--- src/rtl/sevenseg_scan_array.sv ---
// Multiplexed seven-segment driver for NUM_DISP displays of DIGITS digits sharing one scan counter.
// Double-buffered loads commit at frame boundaries; supports leading-zero blanking and PWM brightness.
module sevenseg_scan_array #(
    parameter int NUM_DISP       = 3,
    parameter int DIGITS         = 4,
    parameter int SCAN_DIV       = 1000,
    parameter bit SEG_ACTIVE_LOW = 1'b0,
    parameter bit AN_ACTIVE_LOW  = 1'b0,
    localparam int DW            = (NUM_DISP > 1) ? $clog2(NUM_DISP) : 1
) (
    input  logic                       clk,
    input  logic                       rst,
    input  logic                       load_valid,
    output logic                       load_ready,
    input  logic [DW-1:0]              load_disp,
    input  logic [4*DIGITS-1:0]        load_value,
    input  logic                       load_blank_lz,
    input  logic [3:0]                 brightness,
    output logic [NUM_DISP*DIGITS-1:0] anode_en,
    output logic [NUM_DISP*7-1:0]      seg_out
);
    localparam int PCW = $clog2(SCAN_DIV);
    localparam int DIW = $clog2(DIGITS);
    localparam int PW  = PCW + 5;
    localparam int TW  = PCW + 1;

    logic [PCW-1:0]       pc;
    logic [DIW-1:0]       di;
    logic [TW-1:0]        thr_latched;
    logic [TW-1:0]        thr_now;
    logic [TW-1:0]        thr_eff;
    logic [PW-1:0]        thr_prod;
    logic                 pc_wrap;
    logic                 frame_end;
    logic                 lit;
    logic                 accept;

    logic [4*DIGITS-1:0]  shadow_val [NUM_DISP];
    logic [4*DIGITS-1:0]  active_val [NUM_DISP];
    logic [NUM_DISP-1:0]  shadow_blz;
    logic [NUM_DISP-1:0]  active_blz;
    logic [NUM_DISP-1:0]  pending;

    logic [NUM_DISP*DIGITS-1:0] an_next;
    logic [NUM_DISP*7-1:0]      seg_next;

    function automatic logic [6:0] seg_decode(input logic [3:0] v);
        logic [6:0] s;
        s = 7'h00;
        case (v)
            4'h0: s = 7'h3F;  4'h1: s = 7'h06;  4'h2: s = 7'h5B;  4'h3: s = 7'h4F;
            4'h4: s = 7'h66;  4'h5: s = 7'h6D;  4'h6: s = 7'h7D;  4'h7: s = 7'h07;
            4'h8: s = 7'h7F;  4'h9: s = 7'h6F;  4'hA: s = 7'h77;  4'hB: s = 7'h7C;
            4'hC: s = 7'h39;  4'hD: s = 7'h5E;  4'hE: s = 7'h79;  4'hF: s = 7'h71;
        endcase
        return s;
    endfunction

    assign pc_wrap   = (pc == PCW'(SCAN_DIV - 1));
    assign frame_end = pc_wrap && (di == DIW'(DIGITS - 1));

    // Full-width product so brightness=15 yields exactly SCAN_DIV (whole slot lit).
    assign thr_prod = (PW'(brightness) + PW'(1)) * PW'(SCAN_DIV);
    assign thr_now  = TW'(thr_prod >> 4);
    // On the pc==0 cycle the freshly sampled threshold applies to the slot being started.
    assign thr_eff  = (pc == '0) ? thr_now : thr_latched;
    assign lit      = ({1'b0, pc} < thr_eff);

    // NOTE: sequential state uses non-blocking assignments so every register samples pre-edge values.
    always_ff @(posedge clk) begin
        if (!rst) begin
            pc          <= '0;
            di          <= '0;
            thr_latched <= '0;
        end else begin
            if (pc_wrap) begin
                pc <= '0;
                di <= (di == DIW'(DIGITS - 1)) ? '0 : di + DIW'(1);
            end else begin
                pc <= pc + PCW'(1);
            end
            if (pc == '0) thr_latched <= thr_now;
        end
    end

    // NOTE: combinational outputs get a default first so no path leaves them unassigned (no latch).
    always_comb begin
        load_ready = 1'b0;
        for (int d = 0; d < NUM_DISP; d++) begin
            if (load_disp == DW'(d) && !pending[d]) load_ready = 1'b1;
        end
    end

    assign accept = load_valid && load_ready;

    // NOTE: the value arrays are small register banks, not RAM, so they are cleared on reset too.
    always_ff @(posedge clk) begin
        if (!rst) begin
            pending    <= '0;
            shadow_blz <= '0;
            active_blz <= '0;
            for (int d = 0; d < NUM_DISP; d++) begin
                shadow_val[d] <= '0;
                active_val[d] <= '0;
            end
        end else begin
            for (int d = 0; d < NUM_DISP; d++) begin
                if (frame_end && pending[d]) begin
                    active_val[d] <= shadow_val[d];
                    active_blz[d] <= shadow_blz[d];
                    pending[d]    <= 1'b0;
                end else if (accept && load_disp == DW'(d)) begin
                    shadow_val[d] <= load_value;
                    shadow_blz[d] <= load_blank_lz;
                    pending[d]    <= 1'b1;
                end
            end
        end
    end

    // A digit is blanked when blanking is on, it is not digit 0, and it and all higher digits are zero.
    always_comb begin
        an_next  = '0;
        seg_next = '0;
        for (int d = 0; d < NUM_DISP; d++) begin
            if (lit && !(active_blz[d] && di != '0 &&
                         (active_val[d] >> (4 * int'(di))) == '0)) begin
                an_next[d*DIGITS + int'(di)] = 1'b1;
                seg_next[7*d +: 7]           = seg_decode(active_val[d][4*int'(di) +: 4]);
            end
        end
    end

    always_ff @(posedge clk) begin
        if (!rst) begin
            anode_en <= {(NUM_DISP*DIGITS){AN_ACTIVE_LOW}};
            seg_out  <= {(NUM_DISP*7){SEG_ACTIVE_LOW}};
        end else begin
            anode_en <= an_next ^ {(NUM_DISP*DIGITS){AN_ACTIVE_LOW}};
            seg_out  <= seg_next ^ {(NUM_DISP*7){SEG_ACTIVE_LOW}};
        end
    end
endmodule

--- config.mk ---
export PLATFORM = sky130hd
export DESIGN_NAME = sevenseg_scan_array
export DESIGN_NICKNAME = d
export VERILOG_FILES = /design/src/rtl/sevenseg_scan_array.sv
export SDC_FILE = /design/constraint.sdc
export NUM_CORES = 1
export LEC_CHECK = 0
export CAP_MARGIN = 20
export CORE_MARGIN = 2
export CORE_UTILIZATION = 50
export CTS_CLUSTER_SIZE = 30
export DETAILED_ROUTE_END_ITERATION = 10
export PLACE_DENSITY_LB_ADDON = 0.05
export RECOVER_POWER = 25
export SLEW_MARGIN = 10
export SYNTH_ARGS = -nofsm -noshare
export SYNTH_HDL_FRONTEND = slang
export SYNTH_SLANG_ARGS = --single-unit
--- constraint.sdc ---
create_clock -name clk -period 15.5 [get_ports clk]
set_input_delay 2.325 -clock clk [delete_from_list [all_inputs] [get_ports clk]]
set_output_delay 2.325 -clock clk [all_outputs]
set_load 0.01 [all_outputs]
==> results of run 1 <==
## registers in the layout, summed over array words and instances, names as in the netlist
name	cells
anode_en	12
pc	10
di	2
shadow_blz	3
seg_out	21
active_blz	3
thr_latched	11
pending	3
active_val	48
shadow_val	48
## logic make-up after synthesis
logic type	Yosys count	share of synthesized area
XOR/XNOR	25	0.02747
flip-flops	161	0.5074
AND/OR/NAND/NOR	245	0.1605
multiplexers	32	0.05781
adder cells (fa/ha/maj)	66	0.1093
AO/OA/AOI/OAI	110	0.09849
buffers and inverters	71	0.03900
## per-layer routing
metal / part of all wire / global-route usage
met1: 0.51 / 0.2834
met2: 0.43 / 0.2746
met3: 0.049 / 0.03755
met4: 0.012 / 0.06153
met5: 0 / 0
## power by group through the flow
stage | Clock [mW] | Combinational [mW] | Sequential [mW]
2_1_floorplan | 0 | 0.162 | 0.515
3_3_place_gp | 0 | 0.231 | 0.512
3_5_place_dp | 0 | 0.237 | 0.513
4_1_cts | 0.408 | 0.239 | 0.504
5_1_grt | 0.428 | 0.260 | 0.508
6_report | 0.401 | 0.232 | 0.503
## how the worst max path moves through the flow
stage / startpoint / end / slack (ns) / cells past startpoint
2_1_floorplan: brightness[0] / seg_out[14]$_SDFF_PN0_ / 8.40 / 21
3_3_place_gp: brightness[0] / seg_out[3]$_SDFF_PN0_ / 7.10 / 21
3_5_place_dp: brightness[0] / seg_out[0]$_SDFF_PN0_ / 6.93 / 20
4_1_cts: brightness[0] / seg_out[0]$_SDFF_PN0_ / 7.35 / 20
5_1_grt: brightness[0] / seg_out[14]$_SDFF_PN0_ / 6.83 / 19
6_report: brightness[0] / seg_out[0]$_SDFF_PN0_ / 7.35 / 20
## cell type report
cell class,instances,area share
clock inverters,15,0.01556
well taps,216,0.02824
flip-flops and latches,161,0.4371
repair buffers,64,0.06484
multi-input cells,478,0.3918
inverters,46,0.01804
clock buffers,17,0.04444
## metrics by stage
step	setup WS [ns]	util	cell area, µm²
after global routing	6.827	0.5982	9572
after CTS	7.347	0.5987	9579
after detailed placement	6.934	0.5628	9005
final	7.348	0.5982	9572
after global placement	7.100	0.5628	9005
after floorplan	8.402	-	8245
## worst max-delay path: stages
cell and delay (ns):
clkdlybuf4s50_1 0.69, ha_1 0.27, xor2_1 0.39, inv_1 0.16, fa_1 0.54, fa_1 0.54, fa_1 0.56, inv_1 0.05
ha_1 0.24, a211oi_1 0.28, nor2_2 0.10, nor3_1 0.21, a21oi_1 0.09, ha_1 0.33, and4_1 0.23, nor4bb_1 0.29
o2111a_1 0.34, o31ai_4 0.09, a31oi_4 0.54, nor3_1 0.15
## cell usage in the layout, fill, tap and decap left out, types with 8 or more instances in the layout
cell and count:
xnor2_1 13, dlygate4sd3_1 26, clkbuf_16 17, edfxtp_1 96, dfxtp_1 65, mux2i_1 17
nand3_1 13, nand2_1 35, mux4_2 11, nor4_1 9, ha_1 56, clkdlybuf4s50_1 33
and2_1 70, nor2_1 49, inv_1 44, nor3_1 28, o21ai_0 19, a21o_1 8
a21oi_1 31, fa_1 10, xor2_1 11
==> impl_metrics.env, run 1 <==
export IMPL_status="finished, final reports clean"
export IMPL_startpoint_type="primary input"
export IMPL_dpl_cell_count=965
export IMPL_synth_main_ff_cell="edfxtp_1"
export IMPL_synth_async_reset_ratio=0
export IMPL_tightest_slew_ns=0.9847
export IMPL_reg2reg_to="seg_out[0]$_SDFF_PN0_"
export IMPL_fp_dieH_um=132.4
export IMPL_max_slew_margin_rel=0.3423
export IMPL_yosysMostFrequentCell="edfxtp_1"
export IMPL_p_comb_frac=0.204
export IMPL_setup_tns_final_ns=0
export IMPL_p_int_mw=0.8207
export IMPL_final_cells=997
export IMPL_finalCriticalPeriod_ns=8.152
export IMPL_die_area_mm2=0.01753
export IMPL_cts_buffers=17
export IMPL_holdBufCountCts=0
export IMPL_synth_edf_count=96
export IMPL_yosysTopAreaCellShare=0.3496
export IMPL_gr_total_overflow=0
export IMPL_drive_gt1_frac=0.09731
export IMPL_num_antenna_cells=0
export IMPL_p_leak_nw=3.796
export IMPL_ys_types=74
export IMPL_wl_per_cell_um=16.12
export IMPL_ir_drop_mv=0.07653
export IMPL_wl_mm=16.07
export IMPL_finalNetCount=860
export IMPL_synth_top_area_cell="edfxtp_1"
export IMPL_switching_share=0.2780
export IMPL_crit_fanout=21
export IMPL_grt_max_degree=49
export IMPL_placementRows=46
export IMPL_multi_input_area_mm2=0.003750
export IMPL_min_path_type="reg2reg"
export IMPL_ff2ff_path_depth=13
export IMPL_worstPathArrival_ns=8.42
export IMPL_clk_pin_slew_ns=0.06
export IMPL_syn_avg_cell_area_um2=11.61
export IMPL_rsz0062_at_grt="no"
export IMPL_finalSetupViolCount=0
export IMPL_p_seq_frac=0.443
export IMPL_drc_errors=0
export IMPL_cp_required_ns=15.76
export IMPL_critPathKind="in2reg"
export IMPL_clkPwrFrac=0.353
export IMPL_vias=5268
export IMPL_r2r_start="pc[0]$_SDFF_PP0_"
export IMPL_p_total_mw=1.137
export IMPL_cts_root_buf="clkbuf_16"
export IMPL_cts_setup_buffers=0
export IMPL_boundaryPins=60
export IMPL_cap_violations=0
export IMPL_drtAntennaViolNets=0
export IMPL_synth_area_mm2=0.008245
export IMPL_min_period_over_period=0.5259
export IMPL_min_from="thr_latched[0]$_SDFF_PN0_"
export IMPL_grt_pass1_wl_mm=25.94
export IMPL_synth_fp_nets=802
export IMPL_finalMaxSlewViolations=0
export IMPL_die_x_um=132.4
export IMPL_max_freq_mhz=122.7
export IMPL_clock_sinks=161
export IMPL_cts_max_level=4
export IMPL_drtIter0Drc=336
export IMPL_synth_seq_area_share=0.5074
export IMPL_avgViaCountPerCell=5.284
export IMPL_cts_tree="built"
export IMPL_crit_path_end_kind="register"
export IMPL_regArea_mm2=0.004184
export IMPL_cts_repair_resized=0
export IMPL_hold_end="thr_latched[0]$_SDFF_PN0_"
export IMPL_antenna_found_initial=0
export IMPL_hold_viol=0
export IMPL_start_util=0.5153
export IMPL_synth_seq_cells=161
export IMPL_skew_ns=0.006575
export IMPL_grtUsageTotal=0.1887
export IMPL_clock_latency_ns=0.42
export IMPL_gp_congestion=0.8608
export IMPL_synthTopCellsByCount="96 x edfxtp_1, 70 x and2_1, 65 x dfxtp_1"
export IMPL_port_buffers=59
export IMPL_core_mm2=0.01600
export IMPL_r2r_slack_ns=11.47
export IMPL_hpwlAfterDp_mm=12.11
export IMPL_cts_max_path_buffers=2
export IMPL_p_per_area_mw_per_mm2=118.7
export IMPL_fin_hold_ws_ns=0.4772
export IMPL_first_pass_iters=4
export IMPL_yosysWarnings=0
export IMPL_grt_pass1_vias=4974
export IMPL_synth_area_leaders="edfxtp_1 35%, dfxtp_1 16%, ha_1 8.5%"
export IMPL_switching_power_mw=0.3160
export IMPL_syn_to_final_growth_pct=16.08
export IMPL_whs_path_depth=2
export IMPL_syn_inst=710
export IMPL_fill_cells=1356
Power figures use the tool's default switching activity.
==> run 2, diff against run 1 <==
- clock period: 15.5 -> 6.95 ns (I/O delays scaled with it)
==> impl_metrics.env, run 2 (same netlist as run 1, synthesis figures left out) <==
export IMPL_status="finished, final reports clean"
export IMPL_r2r_start="pc[0]$_SDFF_PP0_"
export IMPL_fin_hold_ws_ns=0.4777
export IMPL_r2r_slack_ns=3.07
export IMPL_min_from="thr_latched[0]$_SDFF_PN0_"
export IMPL_core_mm2=0.01600
export IMPL_grt_pass1_wl_mm=26.43
export IMPL_final_cell_mix="96 x edfxtp_1, 65 x dfxtp_1, 60 x and2_1"
export IMPL_drc_errors=0
export IMPL_fill_cells=1334
export IMPL_boundaryPins=60
export IMPL_critPathKind="in2reg"
export IMPL_cts_tree="built"
export IMPL_wl_per_cell_um=16.28
export IMPL_skew_ns=0.01132
export IMPL_startpoint_type="primary input"
export IMPL_whs_path_depth=2
export IMPL_grtUsageTotal=0.1928
export IMPL_hpwlAfterDp_mm=12.18
export IMPL_max_freq_mhz=160.0
export IMPL_cts_buffers=17
export IMPL_tightest_slew_ns=1.051
export IMPL_grt_pass1_vias=5061
export IMPL_avgViaCountPerCell=5.391
export IMPL_gp_congestion=0.8417
export IMPL_min_period_over_period=0.8992
export IMPL_ir_drop_mv=0.1663
export IMPL_ff2ff_path_depth=14
export IMPL_syn_to_final_growth_pct=16.27
export IMPL_cts_root_buf="clkbuf_16"
export IMPL_p_leak_nw=3.808
export IMPL_reg2reg_to="seg_out[19]$_SDFF_PN0_"
export IMPL_drtAntennaViolNets=0
export IMPL_gr_total_overflow=0
export IMPL_wl_mm=16.25
export IMPL_top_regs="active_val (48), shadow_val (48), seg_out (21)"
export IMPL_rsz0062_at_grt="no"
export IMPL_hold_end="thr_latched[0]$_SDFF_PN0_"
export IMPL_clk_pin_slew_ns=0.06
export IMPL_clock_sinks=161
export IMPL_mostFrequentLayoutCell="edfxtp_1"
export IMPL_grt_max_degree=49
export IMPL_cap_violations=0
export IMPL_start_util=0.5153
export IMPL_cp_required_ns=7.22
export IMPL_drive_gt1_frac=0.09974
export IMPL_finalNetCount=861
export IMPL_placementRows=46
export IMPL_setup_tns_final_ns=0
export IMPL_max_slew_margin_rel=0.2982
export IMPL_p_per_area_mw_per_mm2=264.5
export IMPL_crit_path_end_kind="register"
export IMPL_fp_dieH_um=132.4
export IMPL_min_path_type="reg2reg"
export IMPL_drtIter0Drc=333
export IMPL_finalSetupViolCount=0
export IMPL_vias=5380
export IMPL_finalMaxSlewViolations=0
export IMPL_holdBufCountCts=0
export IMPL_cts_repair_resized=0
export IMPL_num_antenna_cells=0
export IMPL_cts_max_level=4
export IMPL_port_buffers=59
export IMPL_die_area_mm2=0.01753
export IMPL_cts_setup_buffers=0
export IMPL_worstPathArrival_ns=6.52
export IMPL_finalCriticalPeriod_ns=6.250
export IMPL_antenna_found_initial=0
export IMPL_hold_viol=0
export IMPL_clock_latency_ns=0.42
export IMPL_cts_max_path_buffers=2
export IMPL_crit_fanout=21
export IMPL_first_pass_iters=5
export IMPL_die_x_um=132.4
==> run 2: area by class of cell <==
cell class,instances,area (µm²),share of cell area
Sequential cell,161,4184,0.4364
Clock inverter,14,145.1,0.01514
Inverter,46,172.7,0.01801
Tap cell,216,270.3,0.02819
Clock buffer,18,429.2,0.04477
Timing Repair Buffer,65,635.6,0.06630
Multi-Input combinational cell,478,3750,0.3912
==> run 2: worst max-delay path by stage <==
stage          cells past startpoint  slack (ns)                      to           from
2_1_floorplan                     21        1.13  seg_out[14]$_SDFF_PN0_  brightness[0]
3_3_place_gp                      22        0.45   seg_out[7]$_SDFF_PN0_  brightness[0]
3_5_place_dp                      21        0.33   seg_out[0]$_SDFF_PN0_  brightness[1]
4_1_cts                           21        0.73   seg_out[0]$_SDFF_PN0_  brightness[1]
5_1_grt                           20        0.27   seg_out[1]$_SDFF_PN0_  brightness[2]
6_report                          21        0.70  seg_out[19]$_SDFF_PN0_  brightness[1]
==> run 2: critical path, cell delays in order <==
cell and delay, ns:
clkdlybuf4s50_1 0.51, ha_1 0.22, xor2_1 0.22, inv_1 0.11, fa_1 0.53, fa_1 0.53
fa_1 0.55, inv_1 0.05, ha_1 0.34, o21ai_0 0.22, nor2_2 0.08, nor3_1 0.19
a21oi_1 0.10, ha_1 0.34, and4_1 0.23, nor4bb_1 0.27, o2111a_1 0.34, o31ai_4 0.09
a31oi_4 0.17, buf_4 0.28, nor3_1 0.11
==> run 2: per-stage QoR <==
stage | setup WS, ns | util | instance area, µm² | instances | total power [mW]
2_1_floorplan | 1.135 | - | 8245 | 710 | 1.509
3_3_place_gp | 0.4484 | 0.5633 | 9012 | 966 | 1.659
3_5_place_dp | 0.3291 | 0.5633 | 9012 | 966 | 1.671
4_1_cts | 0.7320 | 0.5992 | 9587 | 998 | 2.566
5_1_grt | 0.2713 | 0.5992 | 9587 | 998 | 2.669
6_report | 0.7005 | 0.5992 | 9587 | 998 | 2.536
==> run 2: power breakdown <==
| part | switching, mW | internal, mW | total, mW |
|---|---|---|---|
| combinational | 0.286 | 0.233 | 0.519 |
| sequential | 0.0306 | 1.09 | 1.12 |
| clock | 0.390 | 0.505 | 0.895 |
==> run 2: layer usage <==
| layer | wire, µm | GRT usage | vias to the layer above |
|---|---|---|---|
| met5 | 0 | 0 | - |
| met4 | 205 | 0.06631 | 0 |
| met3 | 888 | 0.03755 | 19 |
| met2 | 7078 | 0.2861 | 162 |
| met1 | 8079 | 0.2839 | 2531 |
| li1 | - | - | 2668 |
